<file path="config.mk">
export PLATFORM = sky130hd
export DESIGN_NAME = uart_tx_fifo
export DESIGN_NICKNAME = d
export VERILOG_FILES = /design/src/rtl/uart_pkg.sv /design/src/rtl/sync_fifo_mem.sv /design/src/rtl/uart_tx_fifo.sv
export SDC_FILE = /design/constraint.sdc
export NUM_CORES = 1
export LEC_CHECK = 0
export CORE_MARGIN = 2
export CORE_UTILIZATION = 54
export DETAILED_ROUTE_END_ITERATION = 10
export HOLD_SLACK_MARGIN = 0.12
export PLACE_DENSITY = 0.75
export SYNTH_ARGS = -nofsm -noshare
export SYNTH_HDL_FRONTEND = slang
export SYNTH_SLANG_ARGS = --single-unit
</file>
<file path="constraint.sdc">
create_clock -name clock -period 2.1 [get_ports clock]
set_input_delay 0.315 -clock clock [delete_from_list [all_inputs] [get_ports clock]]
set_output_delay 0.315 -clock clock [all_outputs]
set_load 0.05 [all_outputs]
</file>
<file path="src/rtl/uart_pkg.sv">
// Shared definitions for the UART transmit-side buffer.
//   UART_BYTE_W     : width of one UART byte.
//   tx_fifo_state_t : handshake FSM states of uart_tx_fifo.
package uart_pkg;

  localparam int unsigned UART_BYTE_W = 8;

  typedef enum logic [1:0] {
    IDLE = 2'd0,
    SEND = 2'd1,
    ARM  = 2'd2,
    WAIT = 2'd3
  } tx_fifo_state_t;

endpackage

</file>
<file path="src/rtl/sync_fifo_mem.sv">
// Synchronous byte FIFO: register array, wrapping pointers and a separate level counter.
// Occupancy flags are registered alongside the level.
// Ports:
//   clk_i        : clock, rising edge
//   reset_i      : synchronous active-high reset (pointers, level, flags)
//   push_i       : enqueue push_data_i; ignored while full_o is set
//   push_data_i  : byte to enqueue
//   pop_i        : dequeue the head byte; ignored while empty_o is set
//   pop_data_o   : head byte, mem[rd_ptr]
//   full_o       : level == depth
//   empty_o      : level == 0
//   level_o      : byte count, 0..depth
module sync_fifo_mem
  import uart_pkg::*;
#(
  parameter int unsigned DepthLog2 = 4
) (
  input  logic                   clk_i,
  input  logic                   reset_i,
  input  logic                   push_i,
  input  logic [UART_BYTE_W-1:0] push_data_i,
  input  logic                   pop_i,
  output logic [UART_BYTE_W-1:0] pop_data_o,
  output logic                   full_o,
  output logic                   empty_o,
  output logic [DepthLog2:0]     level_o
);

  localparam int unsigned Depth = 2 ** DepthLog2;
  localparam logic [DepthLog2:0] LevelFull = (DepthLog2 + 1)'(Depth);

  logic [UART_BYTE_W-1:0] mem_q [Depth];
  logic [DepthLog2-1:0]   wr_ptr_q, wr_ptr_d;
  logic [DepthLog2-1:0]   rd_ptr_q, rd_ptr_d;
  logic [DepthLog2:0]     level_q, level_d;
  logic                   full_q, full_d;
  logic                   empty_q, empty_d;
  logic                   push_ok;
  logic                   pop_ok;

  // Acceptance uses the registered flags, so a write while full is dropped
  // even if a pop frees a slot in the same cycle.
  assign push_ok = push_i & ~full_q;
  assign pop_ok  = pop_i & ~empty_q;

  always_comb begin
    wr_ptr_d = wr_ptr_q;
    rd_ptr_d = rd_ptr_q;
    level_d  = level_q;
    if (push_ok) begin
      wr_ptr_d = wr_ptr_q + 1'b1;
    end
    if (pop_ok) begin
      rd_ptr_d = rd_ptr_q + 1'b1;
    end
    case ({push_ok, pop_ok})
      2'b10:   level_d = level_q + 1'b1;
      2'b01:   level_d = level_q - 1'b1;
      default: level_d = level_q;
    endcase
    full_d  = (level_d == LevelFull);
    empty_d = (level_d == '0);
  end

  always_ff @(posedge clk_i) begin
    if (reset_i) begin
      wr_ptr_q <= '0;
      rd_ptr_q <= '0;
      level_q  <= '0;
      full_q   <= 1'b0;
      empty_q  <= 1'b1;
    end else begin
      wr_ptr_q <= wr_ptr_d;
      rd_ptr_q <= rd_ptr_d;
      level_q  <= level_d;
      full_q   <= full_d;
      empty_q  <= empty_d;
    end
  end

  // Storage needs no reset; stale contents are unreachable once pointers clear.
  always_ff @(posedge clk_i) begin
    if (push_ok) begin
      mem_q[wr_ptr_q] <= push_data_i;
    end
  end

  assign pop_data_o = mem_q[rd_ptr_q];
  assign full_o     = full_q;
  assign empty_o    = empty_q;
  assign level_o    = level_q;

endmodule

</file>
<file path="src/rtl/uart_tx_fifo.sv">
// Byte buffer feeding the UART transmitter. Bytes are queued in sync_fifo_mem and popped one
// at a time whenever the transmitter is idle, each with a single-cycle new_tx_data pulse.
// Optional feature macro: UART_TX_FIFO_OVF_EN adds the sticky overflow output.
// Ports:
//   clock       : clock, rising edge
//   reset       : synchronous active-high reset
//   wr_data     : byte to enqueue
//   wr_en       : enqueue wr_data this cycle (dropped when full)
//   full/empty  : registered occupancy flags
//   level       : byte count, 0..2**DEPTH_LOG2
//   tx_data     : byte presented to the UART; holds until the next pop
//   new_tx_data : one-cycle start pulse for tx_data
//   tx_busy     : UART busy flag
//   overflow    : sticky write-while-full flag (only with UART_TX_FIFO_OVF_EN)
module uart_tx_fifo
  import uart_pkg::*;
#(
  parameter int unsigned DEPTH_LOG2 = 4
) (
  input  logic                   clock,
  input  logic                   reset,
  input  logic [UART_BYTE_W-1:0] wr_data,
  input  logic                   wr_en,
  output logic                   full,
  output logic                   empty,
  output logic [DEPTH_LOG2:0]    level,
  output logic [UART_BYTE_W-1:0] tx_data,
  output logic                   new_tx_data,
  input  logic                   tx_busy
`ifdef UART_TX_FIFO_OVF_EN
  , output logic                 overflow
`endif
);

  tx_fifo_state_t         state_q, state_d;
  logic                   pop;
  logic [UART_BYTE_W-1:0] head_data;
  logic [UART_BYTE_W-1:0] tx_data_q, tx_data_d;
  logic                   new_tx_data_q, new_tx_data_d;

  sync_fifo_mem #(
    .DepthLog2 (DEPTH_LOG2)
  ) u_mem (
    .clk_i       (clock),
    .reset_i     (reset),
    .push_i      (wr_en),
    .push_data_i (wr_data),
    .pop_i       (pop),
    .pop_data_o  (head_data),
    .full_o      (full),
    .empty_o     (empty),
    .level_o     (level)
  );

  // State register.
  always_ff @(posedge clock) begin
    if (reset) begin
      state_q <= IDLE;
    end else begin
      state_q <= state_d;
    end
  end

  // Next-state logic. ARM gives the UART one cycle to raise tx_busy before it is watched.
  always_comb begin
    state_d = state_q;
    unique case (state_q)
      IDLE: begin
        if (!empty && !tx_busy) begin
          state_d = SEND;
        end
      end
      SEND: state_d = ARM;
      ARM:  state_d = WAIT;
      WAIT: begin
        if (!tx_busy) begin
          state_d = IDLE;
        end
      end
      default: state_d = IDLE;
    endcase
  end

  // Output logic: SEND pops the head byte and loads the registered UART outputs.
  always_comb begin
    pop           = 1'b0;
    tx_data_d     = tx_data_q;
    new_tx_data_d = 1'b0;
    if (state_q == SEND) begin
      pop           = 1'b1;
      tx_data_d     = head_data;
      new_tx_data_d = 1'b1;
    end
  end

  always_ff @(posedge clock) begin
    if (reset) begin
      tx_data_q     <= '0;
      new_tx_data_q <= 1'b0;
    end else begin
      tx_data_q     <= tx_data_d;
      new_tx_data_q <= new_tx_data_d;
    end
  end

  assign tx_data     = tx_data_q;
  assign new_tx_data = new_tx_data_q;

`ifdef UART_TX_FIFO_OVF_EN
  logic overflow_q;

  always_ff @(posedge clock) begin
    if (reset) begin
      overflow_q <= 1'b0;
    end else if (wr_en && full) begin
      overflow_q <= 1'b1;
    end
  end

  assign overflow = overflow_q;
`endif

endmodule

</file>
### Word-level counts from Yosys, hierarchy flattened

Memories as Yosys holds them, arrays and structs flattened. A register that Yosys moved wholly into a read port is not among the register bits.
Index checks and enable logic that the tools add are counted.

| cells by class | value |
|---|---|
| add/subtract/negate cells | 4 |
| eq/ne operators | 8 |
| multiplexer cells | 7 |
| bitwise operators | 4 |
| reduce and logical (&&, ||, !) cells | 6 |

Operator list:

| operator | count |
|---|---|
| $pmux 5 s2 | 1 |
| $add 4x1->4 const B | 2 |
| $pmux 2 s4 | 1 |
| $eq 2x2->1 const B | 3 |
| $add 5x1->5 const B | 1 |
| $eq 5x5->1 const B | 1 |
| $logic_not 5->1 | 1 |
| $sub 5x1->5 const B | 1 |
| $eq 2x1->1 const B | 2 |
| $mux 2 | 2 |
| $ne 2x2->1 const B | 2 |
| $mux 1 | 3 |
| $and 1x1->1 | 2 |
| $logic_not 1->1 | 2 |
| $logic_not 2->1 | 1 |
| $not 1->1 | 2 |
| $reduce_and 2->1 | 1 |
| $logic_and 1x1->1 | 1 |

| storage, ports and cells | value |
|---|---|
| flip-flop bits (word level) | 18 |
| bits in writable memories | 128 |
| bits of input ports | 12 |
| output and inout bits | 16 |
| logic and storage cells | 37 |
| memories kept | 1 |

Memory list:

| memory | words | bits a word | rd ports | clocked after Yosys merged registers in | wr ports | RTL line | source |
|---|---|---|---|---|---|---|---|
| u_mem.mem_q | 16 | 8 | 1 | 1 | 1 | sync_fifo_mem.sv:32 | `logic [UART_BYTE_W-1:0] mem_q [Depth];` |

### Logic depth before layout (Yosys ltp)

| logic depth | value |
|---|---|
| word-level depth | 6 |
| depth in mapped cells | 11 |
| mapped depth without buffers | 11 |

### By module

Synthesis repeated with hierarchy kept, for this count alone.

| second synthesis, totals | value |
|---|---|
| cell total of the unflattened synthesis | 348 |
| area, all modules | 6,367.4 µm² |

Modules (own cells, without submodules):

| module | times used | cells each | area each (µm²) | seq. area each (µm²) |
|---|---|---|---|---|
| sync_fifo_mem | 1 | 303 | 5,896.9 | 4,224.1 |
| uart_tx_fifo | 1 | 45 | 470.5 | 220.2 |

### Least setup slack after synthesis

No wires, ideal clock.

| path | value |
|---|---|
| kind | flip-flop to flip-flop |
| from | register u_mem.empty_q, in the netlist u_mem.empty_o |
| to | register u_mem.full_q, in the netlist u_mem.full_o |
| library setup time | 0.087 ns |
| arrival | 2.296 ns |
| required time | 2.013 ns |
| path slack | -0.283 ns |
| cell stages (with the launch flop) | 9 |
| path buffers | 0 |
| period minus slack after synthesis | 2.383 ns |
| cell sequence | dfxtp_1 nand2b_4 nor2_1 ha_1 or3b_1 a2111oi_0 a21oi_1 o211ai_2 nor4b_2 |

| between the ends | value |
|---|---|
| word-level cells in the longest chain between the ends | 5 |
| elaborated cells on any way between the ends | 6 |
| classes of those cells | eq/ne (3); mux (1); bitwise (2) |

Ends and longest elaborated chain:

| item | RTL line | source |
|---|---|---|
| start: declaration | sync_fifo_mem.sv:37 | `logic empty_q, empty_d;` |
| start signal: assignment | sync_fifo_mem.sv:77 | `empty_q <= empty_d;` |
| $not 1->1 (*) | sync_fifo_mem.sv:44 | `assign pop_ok = pop_i & ~empty_q;` |
| $and 1x1->1 (*) | sync_fifo_mem.sv:44 |  |
| $eq 2x1->1 or $eq 2x2->1 (tied branches) | sync_fifo_mem.sv:56 | `case ({push_ok, pop_ok})` |
| $pmux 5 s2 (*) | sync_fifo_mem.sv:56 |  |
| $eq 5x5->1 (*) | sync_fifo_mem.sv:61 | `full_d = (level_d == LevelFull);` |
| end signal: assignment | sync_fifo_mem.sv:76 | `full_q <= full_d;` |
| end: declaration | sync_fifo_mem.sv:36 | `logic full_q, full_d;` |

Mark *: on every way between the ends. The rest lies on a longest branch, timed or not.
A chain may end at the register's enable or synchronous reset.

### Worst setup path in the final report

| path | value |
|---|---|
| from | register state_q[1] |
| to | register u_mem.full_q, in the netlist u_mem.full_o |

| between the ends | value |
|---|---|
| word-level cells in the longest chain between the ends | 6 |
| elaborated cells on any way between the ends | 7 |
| classes of those cells | eq/ne (4); mux (2); bitwise (1) |

Ends and longest elaborated chain:

| item | RTL line | source |
|---|---|---|
| start: declaration | uart_tx_fifo.sv:35 | `tx_fifo_state_t state_q, state_d;` |
| start signal: assignment | uart_tx_fifo.sv:60 | `state_q <= state_d;` |
| $eq 2x1->1 (*) | uart_tx_fifo.sv:89 | `if (state_q == SEND) begin` |
| $mux 1 (*) | n/a |  |
| net new_tx_data_d | uart_tx_fifo.sv:39 | `logic new_tx_data_q, new_tx_data_d;` |
| $and 1x1->1 (*) | sync_fifo_mem.sv:44 |  |
| $eq 2x1->1 or $eq 2x2->1 (tied branches) | sync_fifo_mem.sv:56 |  |
| $pmux 5 s2 (*) | sync_fifo_mem.sv:56 |  |
| $eq 5x5->1 (*) | sync_fifo_mem.sv:61 |  |

The timed path passes the listed nets; every way through them passes the cells marked *.

==> flow_summary.toml <==
[run_status]
outcome = "complete, but fails checks"
violations = "negative setup slack"

[pwr]
finalPower_mw = 8.71
peakVddDrop_v = 0.000858
p_leak_nw = 2.63
comb_power_share_pct = 24.3
powerDensity_nw_per_um2 = 1130
p_int_mw = 6.28
seqPwrFrac_pct = 41.3
clockPowerShare_pct = 34.4
p_sw_mw = 2.43
netSwitchingFraction_pct = 27.9

[global_routing]
grt_antenna_before_repair = 0
grt_max_degree = 36
top_usage_layer = "met2"
met1_usage_pct = 28.9
grt_pass1_vias = 3660
gr-usage-met3_pct = 5.29
grtUsageMet2_pct = 34.2
grt_util_all_layers_pct = 21.3
grt_remaining_overflow = 0
grt_pass1_wl_um = 19900

[worst_setup_path]
crit_path_end = "u_mem.full_o$_SDFF_PP0_"
arrival_ns = 2.56
rrSetupSlack_ns = -0.13
start_kind = "register"
required_ns = 2.43
rr_endpoint = "u_mem.full_o$_SDFF_PP0_"
worstSetupEndpointType = "register"
crit_type = "reg -> reg"
critical_path.startpoint = "state_q[1]$_SDFFE_PP0P_"
r2r-start = "state_q[1]$_SDFFE_PP0P_"
r2r_cells = 12
crit_fanout = 3

[yosys]
synth.area.top_cells = "edfxtp_1 61%, mux4_2 11%, dfxtp_1 8.2%"
yosysTopAreaCellShare_pct = 60.7
yosys.cell_count.top_type = "edfxtp_1"
synth_edf_count = 128
syn-num-nets = 407
syn_inst = 382
syn-mean-instance-area_um2 = 16.6
ys_seq_area_share_pct = 68.9
synthArstFlopShare_pct = 0
synth_area_um2 = 6330
yosysTopAreaCell = "edfxtp_1"
ys_ff_latch = 154
ys_types = 51
synth_commonest_cells = "128 x edfxtp_1, 37 x nor2_1, 32 x mux4_2"
ys.flop_type = "edfxtp_1"
synth_warnings = 0

[timing]
fin_skew_ns = 0.00737
grt_setup_unrepaired = "true"
post-route-period-util_pct = 106
finalCriticalPeriod_ns = 2.23
slew_violations = 0
tightest_slew_ns = 0.632
fin_ws_ns = -0.127
hold_viol = 0
finalSetupViolCount = 3
fmax_ghz = 0.449
slew_headroom_pct = 57.7

[routing]
drc = 0
wl_per_cell_um = 20.8
vias = 3580
vias_per_cell = 5.87
postRouteAntennaNets = 0
dr.pass1.iters = 5
drt_wl_total_um = 12700
first_iter_violations = 270

[die]
std_cell_rows = 39
io_pins = 28
core_area_um2 = 11400
start_util_pct = 55.5
dieWidth_um = 112
die_area_um2 = 12600
die_y_um = 112

[place]
gp_congestion = 0.842
port-buffer-count = 27
dp_hpwl_um = 8050
post_dp_cell_area_um2 = 7020

[clock_tree]
cts_max_level = 4
cts_sinks = 154
cts_buffers = 17
clk-insertion-delay-late_ns = 0.42
clkSlewWorstSetupHoldPaths_ns = 0.06
cts_root_buf = "clkbuf_16"
cts_max_path_buffers = 2
cts_tree = "built"

[layout]
antenna_cells = 0
stdcell_area_um2 = 7730
layout-drive-gt1-share_pct = 30.0
ff_latch_area_um2 = 4370
syn_to_final_growth_pct = 22.0
fillers = 762
multiInputGateArea_um2 = 1890
nets = 480

[hold_path]
hp-class = "reg -> reg"
holdCritStartpoint = "tx_data[4]$_SDFFE_PP0N_"
min_delay_path_depth = 2

[run]
maxCapViolations = 0
worst max-delay path: stages (launching register included):
cell and delay [ns]:
dfxtp_2 0.32, inv_2 0.08, ha_4 0.15, nand2b_4 0.07, nor2_4 0.12, xor2_1 0.18, ha_2 0.22, o211ai_1 0.11
buf_4 0.16, a2111oi_4 0.32, a21oi_2 0.08, o211ai_2 0.10, nor4b_2 0.22
metrics by stage:
stage | worst slack (ns) | TNS, ns | cells | hold slack, ns | utilization [%]
after floorplan | 0.00876 | 0 | 382 | 0.414 | -
after global placement | -0.342 | -1.15 | 573 | 0.481 | 61.5
after detailed placement | -0.475 | -1.64 | 573 | 0.485 | 61.5
after CTS | -0.0475 | -0.0475 | 607 | 0.499 | 67.2
after global routing | -0.253 | -0.586 | 610 | 0.524 | 67.7
final | -0.127 | -0.190 | 610 | 0.495 | 67.7
repair_timing:
| action | in CTS | in global routing |
|---|---|---|
| gates resized for setup | 11 | 8 |
| hold buffers | 0 | 0 |
| buffers inserted | 3 | 3 |
| pin swaps | 10 | 6 |
| endpoints found under the setup margin | 5 | 4 |
routing by layer:
metal  wire (um)  up-vias  share of wire [%]
met1        5420     1825                 43
li1            -     1635                  -
met2        6450      103                 51
met3         598       17                4.7
met4         192        0                1.5
met5           0        -                  0
flip-flops by register name (all words and copies together) (netlist names):
name	count
new_tx_data	1
state_q	2
tx_data	8
u_mem.empty_o	1
u_mem.full_o	1
u_mem.level_o	5
u_mem.mem_q	128
u_mem.rd_ptr_q	4
u_mem.wr_ptr_q	4
power by group through the flow:
stage	registers [mW]	logic (mW)	clock network [mW]
finish	3.60	2.12	3.00
global placement	3.64	1.92	0
floorplan	3.91	1.09	0
detailed placement	3.65	1.98	0
CTS	3.59	2.05	3.04
global route	3.61	2.29	3.16
cells in the final DEF, fill, tap and decap left out, drive strengths merged, types with 6 or more instances in the layout:
cell,Yosys,final
clkinv,1,6
a21oi,22,22
xor2,6,6
mux4,32,32
a22oi,16,16
edfxtp,128,128
dfxtp,26,26
inv,8,8
nand2,15,15
ha,13,13
clkdlybuf4s50,0,25
clkbuf,10,19
nor2,37,37
nor3,9,9
buf,13,50
final cells by class:
cell class	count	share of cell area (%)
Clock buffer	19	5.60
Multi-Input combinational cell	196	24.4
Sequential cell	154	56.6
Timing Repair Buffer	77	8.65
Clock inverter	12	1.96
Tap cell	143	2.32
Inverter	9	0.437
kinds of logic (layout without fill, tap and decap cells):
group                      after synthesis  after routing  share of synthesized area [%]
DFF                                    154            154                           68.9
buffers and inverters                   32            117                           2.88
and+or+nand+nor                         84             84                           6.62
AOI/OAI and AO/OA                       55             55                           5.95
xor gates and xnor gates                10             10                           1.38
muxes                                   34             34                           11.7
adders and majority gates               13             13                           2.57
worst min path at each step:
stage	slack, ns	endpoint
floorplan	0.41	u_mem.mem_q[0][0]$_DFFE_PP_
global placement	0.48	tx_data[5]$_SDFFE_PP0N_
detailed placement	0.48	tx_data[4]$_SDFFE_PP0N_
CTS	0.50	tx_data[4]$_SDFFE_PP0N_
global route	0.52	tx_data[7]$_SDFFE_PP0N_
finish	0.50	tx_data[4]$_SDFFE_PP0N_
No activity file was read; power rests on OpenSTA's default activity.
